[config.mk]
export PLATFORM = sky130hd
export DESIGN_NAME = pgm_loader
export DESIGN_NICKNAME = d
export VERILOG_FILES = /design/src/rtl/pgm_loader.sv
export SDC_FILE = /design/constraint.sdc
export NUM_CORES = 1
export LEC_CHECK = 0
export BUFFER_PORTS_ARGS = -buffer_cell sky130_fd_sc_hd__clkbuf_2
export CORE_ASPECT_RATIO = 0.6
export CORE_MARGIN = 8
export CORE_UTILIZATION = 35
export CTS_BUF_LIST = sky130_fd_sc_hd__clkbuf_4 sky130_fd_sc_hd__clkbuf_8
export DETAILED_ROUTE_END_ITERATION = 12
export PLACE_DENSITY_LB_ADDON = 0.2
export SYNTH_ARGS = -nofsm -noshare
export SYNTH_HDL_FRONTEND = slang
export SYNTH_SLANG_ARGS = --single-unit
export TNS_END_PERCENT = 20
[constraint.sdc]
create_clock -name clk_sys -period 6.6 [get_ports clk_sys]
set_input_delay 0.33 -clock clk_sys [delete_from_list [all_inputs] [get_ports clk_sys]]
set_output_delay 0.33 -clock clk_sys [all_outputs]
set_load 0.005 [all_outputs]
[src/rtl/pgm_loader.sv]
// pgm_loader: streams a raw BIN or Intel HEX download into 16-bit program memory while holding the CPU in reset.
// Optional feature: define PGM_LOADER_CHECKSUM_EN to verify HEX record checksums.
module pgm_loader #(
  parameter int ADDR_W = 15
) (
  input  logic              clk_sys,
  input  logic              reset,
  input  logic              ioctl_download,
  input  logic [7:0]        ioctl_index,
  input  logic              ioctl_wr,
  input  logic [ADDR_W-1:0] ioctl_addr,
  input  logic [7:0]        ioctl_dout,
  output logic              mem_we,
  output logic [ADDR_W-2:0] mem_addr,
  output logic              mem_lane,
  output logic [7:0]        mem_wdata,
  output logic              cpu_hold,
  output logic              load_done,
  output logic              load_err
);

  typedef enum logic [3:0] {
    WAIT_COLON, CNT_H, CNT_L, ADR3, ADR2, ADR1, ADR0,
    TYP_H, TYP_L, DAT_H, DAT_L, SUM_H, SUM_L
  } state_t;

  state_t      r_state;
  logic        r_dl_d;
  logic        r_hex;
  logic        r_eof;
  logic [1:0]  r_hold_cnt;
  logic [3:0]  r_nib;
  logic [7:0]  r_cnt;
  logic [7:0]  r_typ;
  logic [15:0] r_addr;

  // Returns {valid, value} for an ASCII hex digit.
  function automatic logic [4:0] hex_digit(input logic [7:0] c);
    if (c >= 8'h30 && c <= 8'h39)
      return {1'b1, c[3:0]};
    else if ((c >= 8'h41 && c <= 8'h46) || (c >= 8'h61 && c <= 8'h66))
      return {1'b1, c[3:0] + 4'd9};
    else
      return 5'd0;
  endfunction

  logic       w_dl_rise;
  logic       w_dl_fall;
  logic       w_bin_wr;
  logic       w_hex_wr;
  logic [4:0] w_dig;
  logic [7:0] w_byte;
  logic [7:0] w_cnt_dec;

  assign w_dl_rise = ioctl_download & ~r_dl_d;
  assign w_dl_fall = ~ioctl_download & r_dl_d;
  assign w_bin_wr  = ioctl_wr & ioctl_download & ~w_dl_rise & ~r_hex;
  assign w_hex_wr  = ioctl_wr & ioctl_download & ~w_dl_rise & r_hex & ~r_eof;
  assign w_dig     = hex_digit(ioctl_dout);
  assign w_byte    = {r_nib, w_dig[3:0]};
  assign w_cnt_dec = r_cnt - 8'd1;

`ifdef PGM_LOADER_CHECKSUM_EN
  logic [7:0] r_sum;
  logic [7:0] w_sum_next;
  logic       w_low_nib;
  assign w_sum_next = r_sum + w_byte;
  assign w_low_nib  = (r_state == CNT_L) || (r_state == ADR2) || (r_state == ADR0) ||
                      (r_state == TYP_L) || (r_state == DAT_L) || (r_state == SUM_L);
`endif

  always_ff @(posedge clk_sys or posedge reset) begin
    if (reset) begin
      r_state    <= WAIT_COLON;
      r_dl_d     <= 1'b0;
      r_hex      <= 1'b0;
      r_eof      <= 1'b0;
      r_hold_cnt <= 2'd0;
      r_nib      <= 4'd0;
      r_cnt      <= 8'd0;
      r_typ      <= 8'd0;
      r_addr     <= 16'd0;
`ifdef PGM_LOADER_CHECKSUM_EN
      r_sum      <= 8'd0;
`endif
      mem_we     <= 1'b0;
      mem_addr   <= '0;
      mem_lane   <= 1'b0;
      mem_wdata  <= 8'd0;
      cpu_hold   <= 1'b1;
      load_done  <= 1'b0;
      load_err   <= 1'b0;
    end else begin
      r_dl_d <= ioctl_download;
      mem_we <= 1'b0;

      // Hold stretches two cycles past the end of the download.
      if (ioctl_download) begin
        cpu_hold   <= 1'b1;
        r_hold_cnt <= 2'd2;
      end else if (r_hold_cnt != 2'd0) begin
        cpu_hold   <= 1'b1;
        r_hold_cnt <= r_hold_cnt - 2'd1;
      end else begin
        cpu_hold   <= 1'b0;
      end

      if (w_dl_rise) begin
        r_hex     <= |ioctl_index;
        load_done <= 1'b0;
        load_err  <= 1'b0;
        r_eof     <= 1'b0;
        r_state   <= WAIT_COLON;
      end else if (w_dl_fall) begin
        load_done <= 1'b1;
        if (r_hex && !r_eof) load_err <= 1'b1;
        r_state   <= WAIT_COLON;
      end else if (w_bin_wr) begin
        mem_we    <= 1'b1;
        mem_addr  <= ioctl_addr[ADDR_W-1:1];
        mem_lane  <= ioctl_addr[0];
        mem_wdata <= ioctl_dout;
      end else if (w_hex_wr) begin
        if (r_state == WAIT_COLON) begin
          if (ioctl_dout == 8'h3A) begin
            r_state <= CNT_H;
`ifdef PGM_LOADER_CHECKSUM_EN
            r_sum   <= 8'd0;
`endif
          end
        end else if (!w_dig[4]) begin
          load_err <= 1'b1;
          r_state  <= WAIT_COLON;
        end else begin
`ifdef PGM_LOADER_CHECKSUM_EN
          if (w_low_nib) r_sum <= w_sum_next;
`endif
          case (r_state)
            CNT_H: begin r_nib <= w_dig[3:0]; r_state <= CNT_L; end
            CNT_L: begin r_cnt <= w_byte;     r_state <= ADR3;  end
            ADR3:  begin r_nib <= w_dig[3:0]; r_state <= ADR2;  end
            ADR2:  begin r_addr[15:8] <= w_byte; r_state <= ADR1; end
            ADR1:  begin r_nib <= w_dig[3:0]; r_state <= ADR0;  end
            ADR0:  begin r_addr[7:0] <= w_byte;  r_state <= TYP_H; end
            TYP_H: begin r_nib <= w_dig[3:0]; r_state <= TYP_L; end
            TYP_L: begin
              r_typ   <= w_byte;
              r_state <= (r_cnt != 8'd0) ? DAT_H : SUM_H;
            end
            DAT_H: begin r_nib <= w_dig[3:0]; r_state <= DAT_L; end
            DAT_L: begin
              if (r_typ == 8'h00) begin
                mem_we    <= 1'b1;
                mem_addr  <= r_addr[ADDR_W-1:1];
                mem_lane  <= r_addr[0];
                mem_wdata <= w_byte;
              end
              r_addr  <= r_addr + 16'd1;
              r_cnt   <= w_cnt_dec;
              r_state <= (w_cnt_dec != 8'd0) ? DAT_H : SUM_H;
            end
            SUM_H: begin r_nib <= w_dig[3:0]; r_state <= SUM_L; end
            SUM_L: begin
`ifdef PGM_LOADER_CHECKSUM_EN
              if (w_sum_next != 8'd0) load_err <= 1'b1;
`endif
              if (r_typ == 8'h01) r_eof <= 1'b1;
              r_state <= WAIT_COLON;
            end
            default: r_state <= WAIT_COLON;
          endcase
        end
      end
    end
  end

endmodule

## Word-level counts from Yosys, hierarchy flattened

Index checks and enable logic that the tools add are counted.
W data, S select, Z words.

- Output and inout port bits: 27
- Register bits: 72
- Input bits: 35

- Bitwise operators: 15
- Eq/ne operators: 23
- Order comparisons: 6
- Add/subtract/negate cells: 4
- Multiplexer cells: 62
- Reduce and logical (&&, ||, !) cells: 36

Operators with widths:

| cell | count |
|---|---|
| $mux W14 | 6 |
| $reduce_and A7 Y1 | 7 |
| $mux W8 | 6 |
| $pmux W8 S2 | 3 |
| $pmux W4 S11 | 1 |
| $mux W1 | 33 |
| $mux W4 | 7 |
| $reduce_bool A2 Y1 | 14 |
| $eq A4 B4 Y1 const B | 5 |
| $add A16 B1 Y16 const B | 1 |
| $eq A4 B3 Y1 const B | 4 |
| $ge A8 B7 Y1 const B | 2 |
| $le A8 B7 Y1 const B | 2 |
| $reduce_bool A8 Y1 | 2 |
| $mux W5 | 2 |
| $ne A3 B3 Y1 const B | 3 |
| $eq A4 B2 Y1 const B | 2 |
| $eq A8 B1 Y1 const B | 1 |
| $eq A8 B6 Y1 const B | 1 |
| $ge A8 B6 Y1 const B | 1 |
| $le A8 B6 Y1 const B | 1 |
| $logic_not A8 Y1 | 1 |
| $mux W2 | 4 |
| $ne A2 B2 Y1 const B | 4 |
| 17 further kinds | 33 |

## Longest topological paths before layout

Gate-level depths: netlist of run 1.

- Depth after elaboration: 11
- Depth in mapped cells: 9
- Mapped depth without buffers: 7

## Least setup slack after synthesis of run 1

No wires, ideal clock.

- Kind: reg-to-reg
- From: register r_dl_d
- To: register mem_addr[13]
- Data arrival time: 2.109 ns
- Setup slack: 4.366 ns
- Required time: 6.475 ns
- Clock period less this slack: 2.234 ns
- Cell stages (with the launch flop): 9
- Path buffers: 3
- Library setup time: 0.125 ns
- Cells stage by stage: dfrtp_1 -> inv_1 -> ha_1 -> buf_2 -> nor3_1 -> buf_2 -> clkbuf_1 -> mux2_2 -> mux2_4

- Longest elaborated chain between the ends: 8
- Elaborated cells on any way between the ends: 16
- Those cells by class: 1 x eq/ne; 1 x mux; 9 x bitwise; 5 x reduce/logical

RTL lines:

| element | RTL line | RTL |
|---|---|---|
| start: declaration | 28 | `logic r_dl_d;` |
| start signal: assignment | 94 | `r_dl_d <= ioctl_download;` |
| $not A1 Y1 (*) | 55 | `assign w_dl_rise = ioctl_download & ~r_dl_d;` |
| $and A1 B1 Y1 (*) | 55 |  |
| net w_dl_rise | 47 | `logic w_dl_rise;` |
| $not A1 Y1 (no source line) (*) | - |  |
| $and A1 B1 Y1 | 57, 58 |  |
| $and A1 B1 Y1 (2 in a row) | 58 | `assign w_hex_wr = ioctl_wr & ioctl_download & ~w_dl_rise & r_hex & ~r_eof;` |
| $reduce_bool A2 Y1 (no source line) | - |  |
| $reduce_and A7 Y1 (no source line) | - |  |
| end signal: assignment | 120 | `mem_addr <= ioctl_addr[ADDR_W-1:1];` |
| end signal: assignment | 154 | `mem_addr <= r_addr[ADDR_W-1:1];` |
| end: declaration | 14 | `output logic [ADDR_W-2:0] mem_addr,` |

Mark *: on every way through the listed nets, which the timed path passes. The rest lies on a longest branch.
A chain may end at the register's enable or synchronous reset.

## Final worst setup path of run 1

- From: register r_state[1]
- To: register mem_wdata[4]

- Longest elaborated chain between the ends: 3
- Elaborated cells on any way between the ends: 5
- Those cells by class: 2 x eq/ne; 3 x reduce/logical

RTL lines:

| element | RTL line | RTL |
|---|---|---|
| start: declaration | 27 | `state_t r_state;` |
| start signal: assignment | 148 | `r_state <= (r_cnt != 8'd0) ? DAT_H : SUM_H;` |
| start signal: assignment | 160 | `r_state <= (w_cnt_dec != 8'd0) ? DAT_H : SUM_H;` |
| $eq A4 B4 Y1 / $logic_not A4 Y1 (equally long branches) | 138, 124 |  |
| $reduce_bool A2 Y1 (no source line) / $ne A2 B2 Y1 (equally long branches) | - |  |
| $reduce_and A7 Y1 (no source line) (*) | - |  |
| end signal: assignment | 122 | `mem_wdata <= ioctl_dout;` |
| end signal: assignment | 156 | `mem_wdata <= w_byte;` |
| end: declaration | 16 | `output logic [7:0] mem_wdata,` |

Every way passes the cells marked *; elsewhere a longest branch is shown, timed or not.

==> results.ini, run 1 <==
[status]
outcome = finished, final reports clean

[layout]
final_layout_size_suffix_gt1_frac = 0.313
fill_cells = 1194
stdcell_area_um2 = 4840
num_antenna_cells = 0
area_growth_syn_to_layout_pct = 14.3
final_nets = 514

[drt]
detail_route.wl_per_cell_um = 17.3
ant_nets = 0
drt_iter0_markers = 287
dr.pass1.iters = 4
viasPerCell = 5.36
wl_um = 11000
drc = 0
vias = 3418

[setup_path]
critical_path_arrival_ns = 3.17
crit_path_start_kind = flip-flop
r2r_cells = 5
critPathLaunch = r_state[1]
critPathKind = flip-flop to flip-flop
path_max_fanout = 24
endpoint_kind = flip-flop
endpoint = mem_wdata[4]
worstPathRequired_ns = 6.84
r2r-start = r_state[1]
rr_endpoint = mem_wdata[4]
reg2reg_slack_ns = 3.67

[placed_design]
dpl.hpwl_um = 7960
gp_congestion = 0.853
pre_cts_ws_ns = 3.63
place_area_um2 = 4660
port_buffers = 61

[power]
p_total_mw = 0.921
powerDensity_nw_per_um2 = 190
leakage_nw = 2.20
vdd_drop_max_uv = 84.7

[yosys]
ys_types = 61
syn-instance-count = 417
syn_area_per_cell_um2 = 10.1
netlist_top_cells_count = dfrtp_1, nand2_1, a21oi_1
netlist.top_cell.by_area = dfrtp_1
yosysWarnings = 0
synth_top_area_frac = 0.414
synth_enable_flop_cells = 0
async_flop_share = 1.00
synth.most_common_cell = dfrtp_1
ys_seq_elements = 71
ys_seq_area_frac = 0.420
synthTopCellsByArea = dfrtp_1, mux2_2, mux2_4
syn_nets = 463
synthFlopType = dfrtp_1
syn_area_um2 = 4230

[global_routing]
grt_max_degree = 72
antenna_found_initial = 0
grt_overflow = 0
grt_pass1_wl_um = 18100
grt_pass1_vias = 3378
grt_usage = 0.144

[cts]
cts_sinks = 71
cts_buffer_depth = 2
numCtsBuffers = 9
cts_setup_buffers = 0
holdBufCountCts = 0
cts_tree = yes
cts_resized = 0
cts_root_buf = clkbuf_8
clkLatencyLatePin_ns = 0.35
cts_max_level = 3
clk_pin_slew_ns = 0.08

[hold_path]
hp-class = primary input to flip-flop

[die]
core_um2 = 11900
dieArea_um2 = 16000
rows = 31
ios = 62
die_y_um = 101
die_w_um = 158
initial_core_util = 0.355

[sta]
postLayoutSetupSlackWorst_ns = 3.67
setup_violations = 0
hold_viol = 0
slew_violations = 0
finClkSkew_ns = 0.00838
max_freq_mhz = 342
tns_ns = 0
period_share = 0.443
rsz0062_at_grt = no
maxSlewHeadroom = 0.351
worst_pin_slew_ns = 0.971
fin_crit_ns = 2.93

[job]
max-cap-violations = 0

==> layout make-up <==
type	count	area, µm²	share of cell area
Clock buffer	12	159	0.0329
Clock inverter	4	20.0	0.00414
Inverter	16	60.1	0.0124
Multi-Input combinational cell	306	2280	0.472
Sequential cell	71	1780	0.368
Tap cell	165	206	0.0427
Timing Repair Buffer	64	328	0.0678
==> worst min-delay path by stage <==
stage                    from       end  slack (ns)  depth (start not counted)
4_1_cts        ioctl_download    r_dl_d        0.13                          1
5_1_grt        ioctl_download    r_dl_d        0.14                          1
3_5_place_dp         r_typ[2]  r_typ[2]        0.47                          2
3_3_place_gp         r_typ[2]  r_typ[2]        0.47                          2
2_1_floorplan  ioctl_download    r_dl_d        0.36                          0
6_report       ioctl_download    r_dl_d        0.14                          1
==> sequential cells by signal, indices dropped and copies added (netlist names), 2 cells and up <==
| signal | cells |
|---|---|
| mem_addr | 14 |
| mem_wdata | 8 |
| r_addr | 15 |
| r_cnt | 8 |
| r_hold_cnt | 2 |
| r_nib | 4 |
| r_state | 4 |
| r_typ | 8 |
==> routing by layer <==
metal / GRT usage / part of all wire / vias up
met5: 0 / 0 / -
met4: 0.0360 / 0.011 / 0
met3: 0.0426 / 0.058 / 12
met2: 0.192 / 0.40 / 97
met1: 0.219 / 0.53 / 1673
li1: - / - / 1636
==> cell families after synthesis <==
family,Yosys count,share of synthesized area
and+or+nand+nor,118,0.146
AOI/OAI and AO/OA,113,0.175
DFF,71,0.420
muxes,56,0.164
buffers and inverters,40,0.0447
adders and majority gates,11,0.0325
xor gates and xnor gates,8,0.0166
==> power breakdown <==
| group | internal [mW] | switching [mW] |
|---|---|---|
| sequential | 0.455 | 0.0178 |
| clock | 0.159 | 0.164 |
| combinational | 0.0566 | 0.0692 |
| total | 0.670 | 0.251 |
==> through the flow <==
| stage | utilization | std cells | hold slack [ns] |
|---|---|---|---|
| 2_1_floorplan | - | 417 | 0.361 |
| 3_3_place_gp | 0.391 | 622 | 0.471 |
| 4_1_cts | 0.406 | 638 | 0.129 |
| 3_5_place_dp | 0.391 | 622 | 0.472 |
| 6_report | 0.406 | 638 | 0.142 |
| 5_1_grt | 0.406 | 638 | 0.135 |
==> critical path: stages (launching register included) <==
cell and delay [ns]:
dfrtp_1 0.57, nor2b_1 0.26, nand3_1 0.37, nor4_1 0.35
a32o_2 0.83, mux2_2 0.41
==> cells in the final DEF (no fill, tap or decap), drive strengths merged, types with 6 or more instances in the layout <==
cell type / n
nor2: 12
o31ai: 7
o21ai: 28
a21oi: 38
nand4: 6
dfrtp: 70
nand3: 17
nor3: 7
inv: 16
clkbuf: 73
nor4: 6
nand2: 44
o22ai: 8
ha: 11
mux2: 51
Power figures use the tool's default switching activity.
==> run 2, diff against run 1 <==
==> constraint.sdc (replaced) <==
create_clock -name clk_sys -period 2.7 [get_ports clk_sys]
set_input_delay 0.135 -clock clk_sys [delete_from_list [all_inputs] [get_ports clk_sys]]
set_output_delay 0.135 -clock clk_sys [all_outputs]
set_load 0.005 [all_outputs]
==> results.ini, run 2 (synthesis results as in run 1) <==
[layout]
area_growth_syn_to_layout_pct = 17.8
regMostFlops = r_addr
mostFrequentLayoutCells = dfrtp_1, clkbuf_2, nand2_1, a21oi_1, mux2_2
final_cells = 650
final_common_cell = dfrtp_1
largest_reg_flops = 15
reg.largest.list = r_addr (15), mem_addr (14)
num_antenna_cells = 0
final_nets = 529
final_layout_size_suffix_gt1_frac = 0.326

[die]
initial_core_util = 0.355
rows = 31
die_y_um = 101
core_um2 = 11900
ios = 62
die_w_um = 158
dieArea_um2 = 16000

[hold_path]
hold_end = r_hex
worstHoldStart = ioctl_index[2]
holdPathStages = 3
hp-class = primary input to flip-flop

[drt]
ant_nets = 0
dr.pass1.iters = 5
wl_um = 10900
drt_iter0_markers = 227
detail_route.wl_per_cell_um = 16.8
vias = 3431
viasPerCell = 5.28
drc = 0

[setup_path]
crit_slowest_cell = or3_1
critPathKind = primary input to flip-flop
reg2reg_slack_ns = 0.35
max_stage_delay_ns = 0.56
cp_top_family = buffers and inverters
worstPathCellList = dlygate4sd3_1, clkbuf_2, ha_1, or3_1, a2111oi_4, buf_4, nand2_1, a22o_1
r2r-start = r_dl_d
rr_endpoint = r_addr[10]
endpoint_kind = flip-flop
worstPathRequired_ns = 2.94
critPathBufInv = 3
crit_path_start_kind = primary input
r2r_cells = 7
critical_path_arrival_ns = 2.70
path_max_fanout = 14

[placed_design]
placedCellCount = 635
gp_congestion = 0.811
dpl.hpwl_um = 8030
port_buffers = 61

[sta]
period_share = 0.913
finClkSkew_ns = 0.0128
max_freq_mhz = 406
slew_violations = 0
setup_violations = 0
maxSlewHeadroom = 0.389
tns_ns = 0
fin_crit_ns = 2.47
hold_viol = 0
rsz0062_at_grt = no
worst_pin_slew_ns = 0.916

[power]
leakage_nw = 2.27
powerDensity_nw_per_um2 = 451
vdd_drop_max_uv = 220

[cts]
cts_buffer_depth = 2
cts_resized = 0
cts_root_buf = clkbuf_8
cts_max_level = 3
cts_sinks = 71
clkLatencyLatePin_ns = 0.35
cts_setup_buffers = 0
numCtsBuffers = 9
cts_tree = yes
clk_pin_slew_ns = 0.08

[job]
max-cap-violations = 0

[global_routing]
grt_max_degree = 53
grt_pass1_wl_um = 17700
grt_usage = 0.141
grt_pass1_vias = 3303
grt_overflow = 0
antenna_found_initial = 0

[status]
outcome = finished, final reports clean

==> run 2: cell count changes in the layout (fill, tap and decap cells not counted) <==
cell,previous run,this run
dlygate4sd3_1,0,2
clkinv_2,4,1
clkbuf_8,11,12
clkbuf_4,1,0
buf_12,0,3
buf_4,3,13
==> run 2: worst max-delay path by stage <==
stage | from | to | cells after the start
finish | ioctl_download | r_addr[10] | 8
detailed placement | ioctl_dout[0] | r_cnt[2] | 8
global route | ioctl_download | r_addr[10] | 8
floorplan | r_dl_d | mem_addr[13] | 8
CTS | ioctl_download | r_addr[10] | 8
global placement | r_dl_d | r_addr[10] | 7
==> run 2: stage by stage <==
| step | utilization | total power, mW | area (µm²) | hold WS, ns | worst slack, ns |
|---|---|---|---|---|---|
| floorplan | - | 1.36 | 4230 | 0.166 | 0.466 |
| global placement | 0.402 | 1.48 | 4790 | 0.232 | 0.423 |
| detailed placement | 0.402 | 1.49 | 4790 | 0.228 | 0.350 |
| CTS | 0.418 | 2.28 | 4980 | 0.0852 | 0.256 |
| global route | 0.418 | 2.35 | 4980 | 0.112 | 0.123 |
| finish | 0.418 | 2.25 | 4980 | 0.0968 | 0.235 |
==> run 2: layer usage <==
metal / vias up / part of all wire / GRT usage
li1: 1666 / - / -
met1: 1654 / 0.52 / 0.210
met2: 109 / 0.41 / 0.197
met3: 2 / 0.071 / 0.0349
met4: 0 / 0.0027 / 0.0353
met5: - / 0 / 0
==> run 2: area by class of cell <==
type,instances,area (µm²)
inverters,16,60.1
fillers,1166,6930
well taps,165,206
clock buffers,12,165
repair buffers,79,483
clock inverters,1,5.00
flip-flops and latches,71,1780
multi-input cells,306,2280
==> run 2: worst min-delay path, stage by stage <==
cell and delay (ns):
clkbuf_2 0.08, nor2_1 0.08, a41oi_1 0.11
==> run 2: where the power goes <==
part           switching [mW]  internal (mW)  total, mW
sequential             0.0417           1.11       1.15
clock                   0.382          0.393      0.775
combinational           0.167          0.150      0.317
==> run 2: what timing repair did <==
action,CTS,global route
endpoints found under the hold margin,72,0
hold buffers,2,0
endpoints found under the setup margin,0,0
==> run 3, diff against run 2 <==
--- a/config.mk
+++ b/config.mk
@@ -6,6 +6,8 @@
 export NUM_CORES = 1
 export LEC_CHECK = 0
 export BUFFER_PORTS_ARGS = -buffer_cell sky130_fd_sc_hd__clkbuf_2
+export CELL_PAD_IN_SITES_DETAIL_PLACEMENT = 0
+export CELL_PAD_IN_SITES_GLOBAL_PLACEMENT = 1
 export CORE_ASPECT_RATIO = 0.6
 export CORE_MARGIN = 8
 export CORE_UTILIZATION = 35
==> results.ini, run 3 (synthesis results as in run 1) <==
[cts]
cts_setup_buffers = 0
clkLatencyLatePin_ns = 0.35
cts_max_level = 3
cts_buffer_depth = 2
numCtsBuffers = 9
cts_tree = yes
cts_root_buf = clkbuf_8
clk_pin_slew_ns = 0.08
cts_sinks = 71

[setup_path]
critPathBufInv = 4
worstPathRequired_ns = 2.94
critPathLaunch = ioctl_download
r2r_cells = 6
crit_slowest_cell = dlygate4sd3_1
r2r-start = r_state[0]
crit_path_start_kind = primary input
cp_top_family = buffers and inverters
max_stage_delay_ns = 0.52
critPathKind = primary input to flip-flop
rr_endpoint = mem_wdata[4]
reg2reg_slack_ns = 0.37
endpoint_kind = flip-flop
critical_path_arrival_ns = 2.62
path_max_fanout = 24
worstPathCellList = dlygate4sd3_1, clkbuf_2, inv_1, ha_1, nor4_1, a32o_1, buf_12, mux2_2

[drt]
drc = 0
ant_nets = 0
vias = 3484
dr.pass1.iters = 5
detail_route.wl_per_cell_um = 17.7
viasPerCell = 5.33
drt_iter0_markers = 277
wl_um = 11600

[layout]
final_layout_size_suffix_gt1_frac = 0.329
regMostFlops = r_addr
largest_reg_flops = 15
num_antenna_cells = 0
area_growth_syn_to_layout_pct = 19.9
fill_cells = 1190
reg.largest.list = r_addr (15), mem_addr (14)
mostFrequentLayoutCells = dfrtp_1, clkbuf_2, nand2_1, a21oi_1, mux2_2
final_common_cell = dfrtp_1
final_nets = 530

[sta]
slew_violations = 0
postLayoutSetupSlackWorst_ns = 0.324
setup_violations = 0
hold_viol = 0
tns_ns = 0
period_share = 0.880
worst_pin_slew_ns = 0.619
finClkSkew_ns = 0.00951
rsz0062_at_grt = no
fin_crit_ns = 2.38
max_freq_mhz = 421
maxSlewHeadroom = 0.584

[placed_design]
gp_congestion = 0.816
port_buffers = 61
dpl.hpwl_um = 8570
pre_cts_ws_ns = 0.401

[die]
die_y_um = 101
rows = 31
dieArea_um2 = 16000
die_w_um = 158
initial_core_util = 0.355
ios = 62
core_um2 = 11900

[power]
power_frac_clock = 0.424
p_sw_mw = 0.659
power_frac_comb = 0.127
powerDensity_nw_per_um2 = 507
power.share.sequential = 0.449
p_int_mw = 1.91
vdd_drop_max_uv = 201
swShare = 0.257
leakage_nw = 2.30

[hold_path]
hp-class = primary input to flip-flop
worstHoldStart = ioctl_index[0]
holdPathStages = 3
hold_end = r_hex

[job]
max-cap-violations = 0

[global_routing]
grt_overflow = 0
grt_pass1_wl_um = 19100
grt_pass1_vias = 3570
antenna_found_initial = 0
grt_usage = 0.154
grt_max_degree = 60

[status]
outcome = finished, final reports clean

==> run 3: cell count changes in the layout (fill, tap and decap cells not counted), sizes merged <==
cell and change:
bufinv +3, clkbuf -2, inv +2, buf +1
clkinv -1, clkinvlp +1
==> run 3: how the worst max path moves through the flow <==
stage,endpoint,slack [ns],depth (start not counted)
6_report,mem_wdata[4],0.32,8
5_1_grt,mem_wdata[6],0.14,8
4_1_cts,mem_wdata[6],0.35,8
3_5_place_dp,mem_wdata[6],0.40,6
3_3_place_gp,mem_wdata[4],0.39,6
2_1_floorplan,mem_addr[13],0.47,8
==> run 3: final cells by class <==
class                      instances  area, µm²  area share
clock buffer                      10        138      0.0271
clock inverter                     6        115      0.0227
inverter                          16       60.1      0.0118
multi-input combinational        306       2280       0.450
sequential                        71       1780       0.351
tap                              165        206      0.0407
timing repair buffer              80        490      0.0967
==> run 3: worst reg2reg max path: stages, from the launching register on <==
cell and delay, ns:
dfrtp_1 0.51, inv_1 0.22, nand3_1 0.13, nor4_1 0.47
a32o_1 0.29, buf_12 0.22, mux2_2 0.38
==> run 3: routing by layer <==
| layer | GRT usage | vias to the layer above | part of all wire |
|---|---|---|---|
| met5 | 0 | - | 0 |
| met4 | 0.0382 | 0 | 0.0094 |
| met3 | 0.0452 | 10 | 0.068 |
| met2 | 0.206 | 94 | 0.39 |
| met1 | 0.232 | 1710 | 0.53 |
| li1 | - | 1670 | - |
==> run 3: what timing repair did <==
action / in CTS / in global routing
hold buffers: 2 / 0
gates resized for setup: 0 / 0
hold endpoints to repair: 14 / 0
setup endpoints to repair: 0 / 0
==> run 3: through the flow <==
stage               hold slack, ns  utilization  cell area, µm²  std cells  total power [mW]
floorplan                    0.166            -            4230        417              1.36
global placement             0.100        0.403            4800        636              1.49
detailed placement           0.100        0.403            4800        636              1.50
CTS                         0.0819        0.426            5070        654              2.61
global route                 0.123        0.426            5070        654              2.69
finish                       0.106        0.426            5070        654              2.57
==> run 3: power by group through the flow <==
| stage | registers, mW | clock network [mW] | logic [mW] |
|---|---|---|---|
| final | 1.15 | 1.09 | 0.327 |
| after global routing | 1.16 | 1.17 | 0.367 |
| after CTS | 1.15 | 1.13 | 0.331 |
| after detailed placement | 1.17 | 0 | 0.327 |
| after global placement | 1.17 | 0 | 0.317 |
| after floorplan | 1.16 | 0 | 0.206 |
